<file path="config.mk">
export PLATFORM = sky130hd
export DESIGN_NAME = demux32_1x16_seq
export DESIGN_NICKNAME = d
export VERILOG_FILES = /design/src/rtl/demux32_1x16_seq_pkg.sv /design/src/rtl/demux32_1x16_seq_decoder_4x16.sv /design/src/rtl/demux32_1x16_seq.sv
export SDC_FILE = /design/constraint.sdc
export NUM_CORES = 1
export LEC_CHECK = 0
export CAP_MARGIN = 25
export CORE_MARGIN = 1
export CORE_UTILIZATION = 35
export CTS_BUF_LIST = sky130_fd_sc_hd__clkbuf_4
export CTS_CLUSTER_DIAMETER = 40
export DETAILED_ROUTE_END_ITERATION = 10
export DONT_BUFFER_PORTS = 1
export GPL_TIMING_DRIVEN = 0
export PLACE_DENSITY = 0.61
export SYNTH_ARGS = -nofsm -noshare
export SYNTH_HDL_FRONTEND = slang
export SYNTH_SLANG_ARGS = --single-unit
</file>
<file path="constraint.sdc">
create_clock -name CLK -period 5 [get_ports CLK]
set_clock_uncertainty 0.1 [all_clocks]
set_input_delay 1 -clock CLK [delete_from_list [all_inputs] [get_ports CLK]]
set_output_delay 1 -clock CLK [all_outputs]
set_load 0.01 [all_outputs]
</file>
<file path="src/rtl/demux32_1x16_seq_pkg.sv">
`default_nettype none
// ============================================================================
//  Module      : demux32_1x16_seq_pkg
//  Description : Shared widths and FSM state encoding for the registered
//                1-to-16 word demultiplexer and its select decoder.
//  Revision    : 1.0 - initial release
// ============================================================================
package demux32_1x16_seq_pkg;

    localparam int DATA_WIDTH = 32;
    localparam int SEL_WIDTH  = 4;
    localparam int NUM_OUT    = 16;

    // INIT is the one-cycle not-ready state after reset or clear
    typedef enum logic [1:0] {
        ST_INIT = 2'b00,
        ST_IDLE = 2'b01,
        ST_SEQ  = 2'b10
    } state_t;

endpackage
`default_nettype wire

</file>
<file path="src/rtl/demux32_1x16_seq_decoder_4x16.sv">
`default_nettype none
// ============================================================================
//  Module      : decoder_4x16
//  Description : Combinational select-to-one-hot decoder with enable. Feeds
//                the per-register write enables and the next strobe value.
//  Revision    : 1.0 - initial release
// ============================================================================
module decoder_4x16
    import demux32_1x16_seq_pkg::*;
(
    input  logic [SEL_WIDTH-1:0] i_sel,
    input  logic                 i_en,
    output logic [NUM_OUT-1:0]   o_onehot
);

    // One bit set at the selected position, all zero when disabled
    always_comb begin
        o_onehot = '0;
        if (i_en) begin
            o_onehot[i_sel] = 1'b1;
        end
    end

endmodule
`default_nettype wire

</file>
<file path="src/rtl/demux32_1x16_seq.sv">
`default_nettype none
// ============================================================================
//  Module      : demux32_1x16_seq
//  Description : Registered 1-to-16 demultiplexer for data words. Addressed
//                mode writes Y[S]; auto mode walks a pointer from S up to 15,
//                one word per accepted transfer, pulsing DONE on the Y15 write.
//  Revision    : 1.0 - initial release
// ============================================================================
module demux32_1x16_seq #(
    parameter int DATA_WIDTH = demux32_1x16_seq_pkg::DATA_WIDTH,
    parameter int SEL_WIDTH  = demux32_1x16_seq_pkg::SEL_WIDTH
) (
    input  logic                      CLK,
    input  logic                      RST,
    input  logic [DATA_WIDTH-1:0]     D,
    input  logic [SEL_WIDTH-1:0]      S,
    input  logic                      AUTO,
    input  logic                      VALID,
    output logic                      READY,
    input  logic                      CLR,
    output logic [DATA_WIDTH-1:0]     Y0,
    output logic [DATA_WIDTH-1:0]     Y1,
    output logic [DATA_WIDTH-1:0]     Y2,
    output logic [DATA_WIDTH-1:0]     Y3,
    output logic [DATA_WIDTH-1:0]     Y4,
    output logic [DATA_WIDTH-1:0]     Y5,
    output logic [DATA_WIDTH-1:0]     Y6,
    output logic [DATA_WIDTH-1:0]     Y7,
    output logic [DATA_WIDTH-1:0]     Y8,
    output logic [DATA_WIDTH-1:0]     Y9,
    output logic [DATA_WIDTH-1:0]     Y10,
    output logic [DATA_WIDTH-1:0]     Y11,
    output logic [DATA_WIDTH-1:0]     Y12,
    output logic [DATA_WIDTH-1:0]     Y13,
    output logic [DATA_WIDTH-1:0]     Y14,
    output logic [DATA_WIDTH-1:0]     Y15,
    output logic [(2**SEL_WIDTH)-1:0] STB,
    output logic [SEL_WIDTH-1:0]      PTR,
    output logic                      DONE
);

    import demux32_1x16_seq_pkg::*;

    localparam int                   c_NUM_OUT = 2**SEL_WIDTH;
    localparam logic [SEL_WIDTH-1:0] c_LAST    = '1;

    state_t                 r_state;
    state_t                 w_state_nxt;
    logic                   r_ready;
    logic [SEL_WIDTH-1:0]   r_ptr;
    logic [SEL_WIDTH-1:0]   w_ptr_nxt;
    logic [SEL_WIDTH-1:0]   w_wr_sel;
    logic                   w_wr_en;
    logic                   w_xfer;
    logic                   w_done_nxt;
    logic                   r_done;
    logic [c_NUM_OUT-1:0]   w_wr_onehot;
    logic [c_NUM_OUT-1:0]   r_stb;
    logic [DATA_WIDTH-1:0]  r_y [c_NUM_OUT];

    // READY is registered, so it is already low throughout INIT
    assign w_xfer = VALID & r_ready;

    decoder_4x16 u_decoder (
        .i_sel    (w_wr_sel),
        .i_en     (w_wr_en),
        .o_onehot (w_wr_onehot)
    );

    // Next-state, pointer, write select and DONE decisions
    always_comb begin
        w_state_nxt = r_state;
        w_ptr_nxt   = r_ptr;
        w_wr_sel    = S;
        w_wr_en     = 1'b0;
        w_done_nxt  = 1'b0;
        case (r_state)
            ST_INIT: begin
                w_state_nxt = ST_IDLE;
            end
            ST_IDLE: begin
                if (w_xfer) begin
                    w_wr_en = 1'b1;
                    if (AUTO) begin
                        if (S == c_LAST) begin
                            w_done_nxt = 1'b1;
                            w_ptr_nxt  = '0;
                        end else begin
                            w_ptr_nxt   = S + 1'b1;
                            w_state_nxt = ST_SEQ;
                        end
                    end
                end
            end
            ST_SEQ: begin
                w_wr_sel = r_ptr;
                if (w_xfer) begin
                    w_wr_en = 1'b1;
                    if (r_ptr == c_LAST) begin
                        w_done_nxt  = 1'b1;
                        w_ptr_nxt   = '0;
                        w_state_nxt = ST_IDLE;
                    end else begin
                        w_ptr_nxt = r_ptr + 1'b1;
                    end
                end
            end
            default: begin
                w_state_nxt = ST_INIT;
            end
        endcase
    end

    // Control registers; CLR has the same effect as reset
    always_ff @(posedge CLK) begin
        if (!RST || CLR) begin
            r_state <= ST_INIT;
            r_ready <= 1'b0;
            r_ptr   <= '0;
            r_stb   <= '0;
            r_done  <= 1'b0;
        end else begin
            r_state <= w_state_nxt;
            r_ready <= (w_state_nxt != ST_INIT);
            r_ptr   <= w_ptr_nxt;
            r_stb   <= w_wr_onehot;
            r_done  <= w_done_nxt;
        end
    end

    // Destination registers; only the decoded one loads on a transfer
    always_ff @(posedge CLK) begin
        for (int k = 0; k < c_NUM_OUT; k++) begin
            if (!RST || CLR) begin
                r_y[k] <= '0;
            end else if (w_wr_onehot[k]) begin
                r_y[k] <= D;
            end
        end
    end

    assign READY = r_ready;
    assign STB   = r_stb;
    assign PTR   = r_ptr;
    assign DONE  = r_done;
    assign Y0    = r_y[0];
    assign Y1    = r_y[1];
    assign Y2    = r_y[2];
    assign Y3    = r_y[3];
    assign Y4    = r_y[4];
    assign Y5    = r_y[5];
    assign Y6    = r_y[6];
    assign Y7    = r_y[7];
    assign Y8    = r_y[8];
    assign Y9    = r_y[9];
    assign Y10   = r_y[10];
    assign Y11   = r_y[11];
    assign Y12   = r_y[12];
    assign Y13   = r_y[13];
    assign Y14   = r_y[14];
    assign Y15   = r_y[15];

endmodule
`default_nettype wire

</file>
* After elaboration in Yosys (flattened, before gate mapping)
Memory sizes are Yosys's and may differ from the RTL's. Index checks and enable logic that the tools add are counted.
Cells by class: $add $sub $neg 2, magnitude comparators 2, eq/ne operators 7, mux-type cells 90, bitwise gates (word level) 17, reduce and logical (&&, ||, !) cells 8
Operators by type and width (number):
- 32-bit two-way mux | 16
- 1-bit two-way mux | 58
- 4-bit two-way mux | 6
- 16-bit two-way mux | 1
- 1-bit OR | 16
- 2-bit two-way mux | 5
- 4-bit by 1-bit adder with 4-bit output, second input constant | 2
- 4-bit equality test, second input constant | 2
- 4-bit case mux with 2 select lines | 1
- 2-bit inequality test, second input constant | 3
- 2-bit case mux with 3 select lines | 1
- 4-bit by 5-bit less-than comparator with 1-bit output, second input constant | 1
- 1-bit demux with 4-bit select | 1
- 4-bit by 1-bit greater-or-equal comparator with 1-bit output, second input constant | 1
- 4-bit AND reduction | 1
- 2-bit nonzero test | 2
- 2-bit by 1-bit equality test with 1-bit output, second input constant | 1
- 2-bit equality test, second input constant | 1
- 2-bit zero test | 1
- 1-bit case mux with 2 select lines | 1
- 2-bit OR reduction | 1
- 1-bit bitwise AND | 1
- 1-bit logical AND | 1
- 1-bit zero test | 1
- 1-bit logical OR | 1
Storage, ports and cells: register bits after elaboration 24, bits in writable memories 512, output and inout port bits 534, logic and storage cells 132, memories 1
Memories:
- r_y | words 16, width 32, rd ports 16, clocked after memory_dff 0, write ports 16, line demux32_1x16_seq.sv:59 | logic [DATA_WIDTH-1:0] r_y [c_NUM_OUT];

* Logic depth before layout (Yosys ltp)
word-level depth 11, mapped depth 9

* Hierarchy
A second synthesis with hierarchy kept.
Unflattened totals: cell total of the unflattened synthesis 1307, area, all modules 20413.3 um^2
By module, submodules not included:
- demux32_1x16_seq | instances 1, cells each 1284, area each 20295.7 um^2, seq. area each 15855.2 um^2
- decoder_4x16 | instances 1, cells each 23, area each 117.6 um^2, seq. area each 0.0 um^2

* Least setup slack after synthesis
OpenSTA, ideal clock, no wires.
path type input -> register, from input S[2], to memory r_y[4][0] (netlist: r_y[0][128]), enable pin, setup time 466 ps, arrival 3939 ps, required time 4434 ps, slack 495 ps, stages on the path 4, buffers on the path 1, cell sequence buf_2 nor3b_1 a31oi_4 o21ai_0
RTL lines:
- start, declared | line demux32_1x16_seq.sv:16 | input logic [SEL_WIDTH-1:0] S,
- end, declared | line demux32_1x16_seq.sv:59

==> results.cfg <==
[run_status]
status = complete, no violations

[synthesis]
synth_top_cell_area_share_pct = 75.1
async_flop_share_pct = 0
synth.distinct_cells = 42
ys.flop_type = edfxtp_1
yosysTopAreaCell = edfxtp_1
syn-num-nets = 1292
ys_warn_count = 0
avgSynthCellArea_sq_um = 16.5
synth_area_leaders = edfxtp_1 75%, and2_1 16%, dfxtp_1 2.3%, buf_6 1.4%, clkbuf_1 0.70%
synth_edf_count = 512
synthCells = 1245
ys_seq_area_share_pct = 77.4
syn_area_sq_um = 20500
synth_seq_cells = 536

[flow_run]
maxCapViolCount = 0

[place]
dpl.cell_count = 2037
portBuffers = 0
dpl_cell_area_sq_um = 22200
dp_hpwl_mm = 45.1
place_congestion = 0.812

[grt]
grtUsageMet3_pct = 7.89
grt_pass1_wl_mm = 85.4
grt_pass1_vias = 11212
grt-ovfl-total = 0
use_met2_pct = 35.1
grt.total_usage_pct = 20.8
grt_max_degree = 29
top_usage_layer = met2
grt_use_met1_pct = 23.7
antenna_found_initial = 8

[cells_and_area]
nNetsFinal = 1480
seq_area_sq_um = 15900
final_util_pct = 42.0
layout.cells.non_filler = 2298
multi_input_area_sq_um = 4220
final_area_sq_um = 24300
fillers = 5242
syn2layout_area_growth_pct = 18.6
layout-drive-gt1-share_pct = 22.9

[clock_network]
clkLatencyLatePin_ns = 0.93
clockBufferDepth = 3
cts_sinks = 536
clk_pin_slew_ns = 0.07
ctsHtreeMaxLevel = 4
cts.repair_timing.setup_buffer_count = 0
ctsResizeCount = 0
cts_root_buf = clkbuf_4
numCtsBuffers = 142
cts_tree = done

[sta]
slew_headroom_pct = 35.2
period_needed_ns = 3.01
maxSlewViolCount = 0
rsz0062_at_grt = false
tightest_slew_ns = 0.971
setup_viol = 0
hold_viol = 0
finalCritPeriodShare_pct = 60.2
holdWs_ns = 0.172
fmax_mhz = 332

[power_and_ir_drop]
power_frac_seq_pct = 54.1
swShare_pct = 23.1
p_leak_nw = 9.49
ir_drop_mv = 0.230
power_frac_comb_pct = 3.1
power.density_nw_per_um2 = 402
p_sw_mw = 2.25
clkPwrFrac_pct = 42.8
intPower_mw = 7.50

[detailed_routing]
viasPerCell = 4.82
vias = 11084
antenna_left = 0
drc = 0
wl_mm = 62.9
wire_per_inst_um = 27.4
drt_iter0_markers = 750
dr.pass1.iters = 4

[worst_setup_path]
r2r_setup_slack_ns = 1.99
worstPathArrival_ns = 3.53
endpoint_kind = flop
r2r_cells = 9
required_ns = 5.52
crit_fanout = 20
worst_setup_path_start_kind = flop
crit_type = flop to flop

[floorplan]
die_x_um = 244
coreArea_sq_um = 57800
std_cell_rows = 88
die_area_sq_um = 59500
start_util_pct = 35.4
fp.dieH_um = 244
pin_count = 575

[hold_path]
hold_class = primary input to flop
whs_path_depth = 1
-- metrics by stage --
stage | setup WS [ns] | TNS, ns | total power, mW
6_report | 1.99 | 0 | 9.75
3_3_place_gp | -1.49 | -627.15 | 5.63
4_1_cts | 1.99 | 0 | 9.86
3_5_place_dp | 1.40 | 0 | 5.67
5_1_grt | 1.84 | 0 | 10.1
2_1_floorplan | 0.495 | 0 | 5.44
-- worst max-delay path, stage by stage, from the launching register on --
cell and delay (ns):
dfxtp_1 0.38, inv_1 0.09, ha_1 0.21, buf_6 0.14, buf_12 0.15, mux2i_4 0.21
nor2_1 0.15, nand2_1 0.28, o21ai_4 0.73, buf_16 0.24
-- what timing repair did --
action | 4_1_cts | 5_1_grt
setup endpoints to repair | 0 | 0
hold buffers | 17 | 0
endpoints found under the hold margin | 50 | 0
-- synth_stat cells (2+ instances only) --
| library cell | n |
|---|---|
| inv_1 | 6 |
| a21oi_1 | 4 |
| nand4_4 | 2 |
| nand4_2 | 2 |
| o21ai_0 | 20 |
| clkbuf_1 | 38 |
| a32oi_1 | 2 |
| edfxtp_1 | 512 |
| a31oi_1 | 3 |
| mux2_2 | 2 |
| nand3_1 | 5 |
| clkbuf_2 | 10 |
| nor2_4 | 8 |
| mux2i_1 | 2 |
| and2_1 | 512 |
| nor2_2 | 8 |
| dfxtp_1 | 24 |
| xnor2_1 | 3 |
| nand2b_1 | 2 |
| buf_2 | 13 |
| ha_1 | 6 |
| nand2_1 | 9 |
| mux2i_4 | 2 |
| nor2_1 | 6 |
| a31oi_4 | 3 |
| buf_6 | 25 |
-- power groups by stage --
| stage | Combinational, mW | Sequential, mW | Clock [mW] |
|---|---|---|---|
| finish | 0.298 | 5.28 | 4.18 |
| CTS | 0.305 | 5.28 | 4.27 |
| global route | 0.315 | 5.29 | 4.48 |
| floorplan | 0.111 | 5.33 | 0 |
| global placement | 0.219 | 5.41 | 0 |
| detailed placement | 0.287 | 5.38 | 0 |
-- cell families after synthesis --
family | share of synthesized area [%]
adder cells (fa/ha/maj) | 0.366
XOR/XNOR | 0.128
buffers and inverters | 2.86
multiplexers | 0.428
flip-flops | 77.4
AND/OR/NAND/NOR | 17.4
AO/OA/AOI/OAI | 1.44
-- cells in the final DEF, fill, tap and decap left out, drive strengths merged, types with 3 or more instances in the layout --
cell type    Yosys  routed
clkbuf          48     250
inv              7      11
buf             39      66
diode            0       3
nor2            22      22
and2           512     512
nand2            9       9
nand3            5       5
clkinv           0      24
a32oi            3       3
a31oi            6       6
bufinv           0       9
xnor2            3       3
ha               6       6
dlygate4sd3      0      17
mux2i            4       4
dfxtp           24      24
o21ai           20      20
nand4            5       5
edfxtp         512     512
a21oi            4       4
-- path summary, 6_finish.rpt --
kind | start | endpoint
hold / removal | D[8] | r_y[1][8]
setup reg to reg | r_state[0] | r_y[1][75]
hold reg to reg | r_state[0] | r_state[0]
setup / recovery | r_state[0] | r_y[1][75]
-- metal layers --
metal | part of all wire (%) | vias to the layer above
met1 | 38 | 5562
met2 | 51 | 630
li1 | - | 4792
met3 | 8.8 | 100
met4 | 2.6 | 0
met5 | 0 | -
-- cell type report --
class | count | share of cell area (%)
Antenna cell | 3 | 0.0309
Buffer | 87 | 2.30
Clock buffer | 202 | 6.24
Clock inverter | 39 | 1.80
Inverter | 7 | 0.108
Multi-Input combinational cell | 615 | 17.4
Sequential cell | 536 | 65.3
Tap cell | 765 | 3.94
Timing Repair Buffer | 44 | 2.89
-- registers in the layout, indices dropped and copies added (netlist names) --
name     cells
READY        1
PTR          4
r_state      2
DONE         1
STB         16
r_y        512
(Power assumes the default switching activity.)
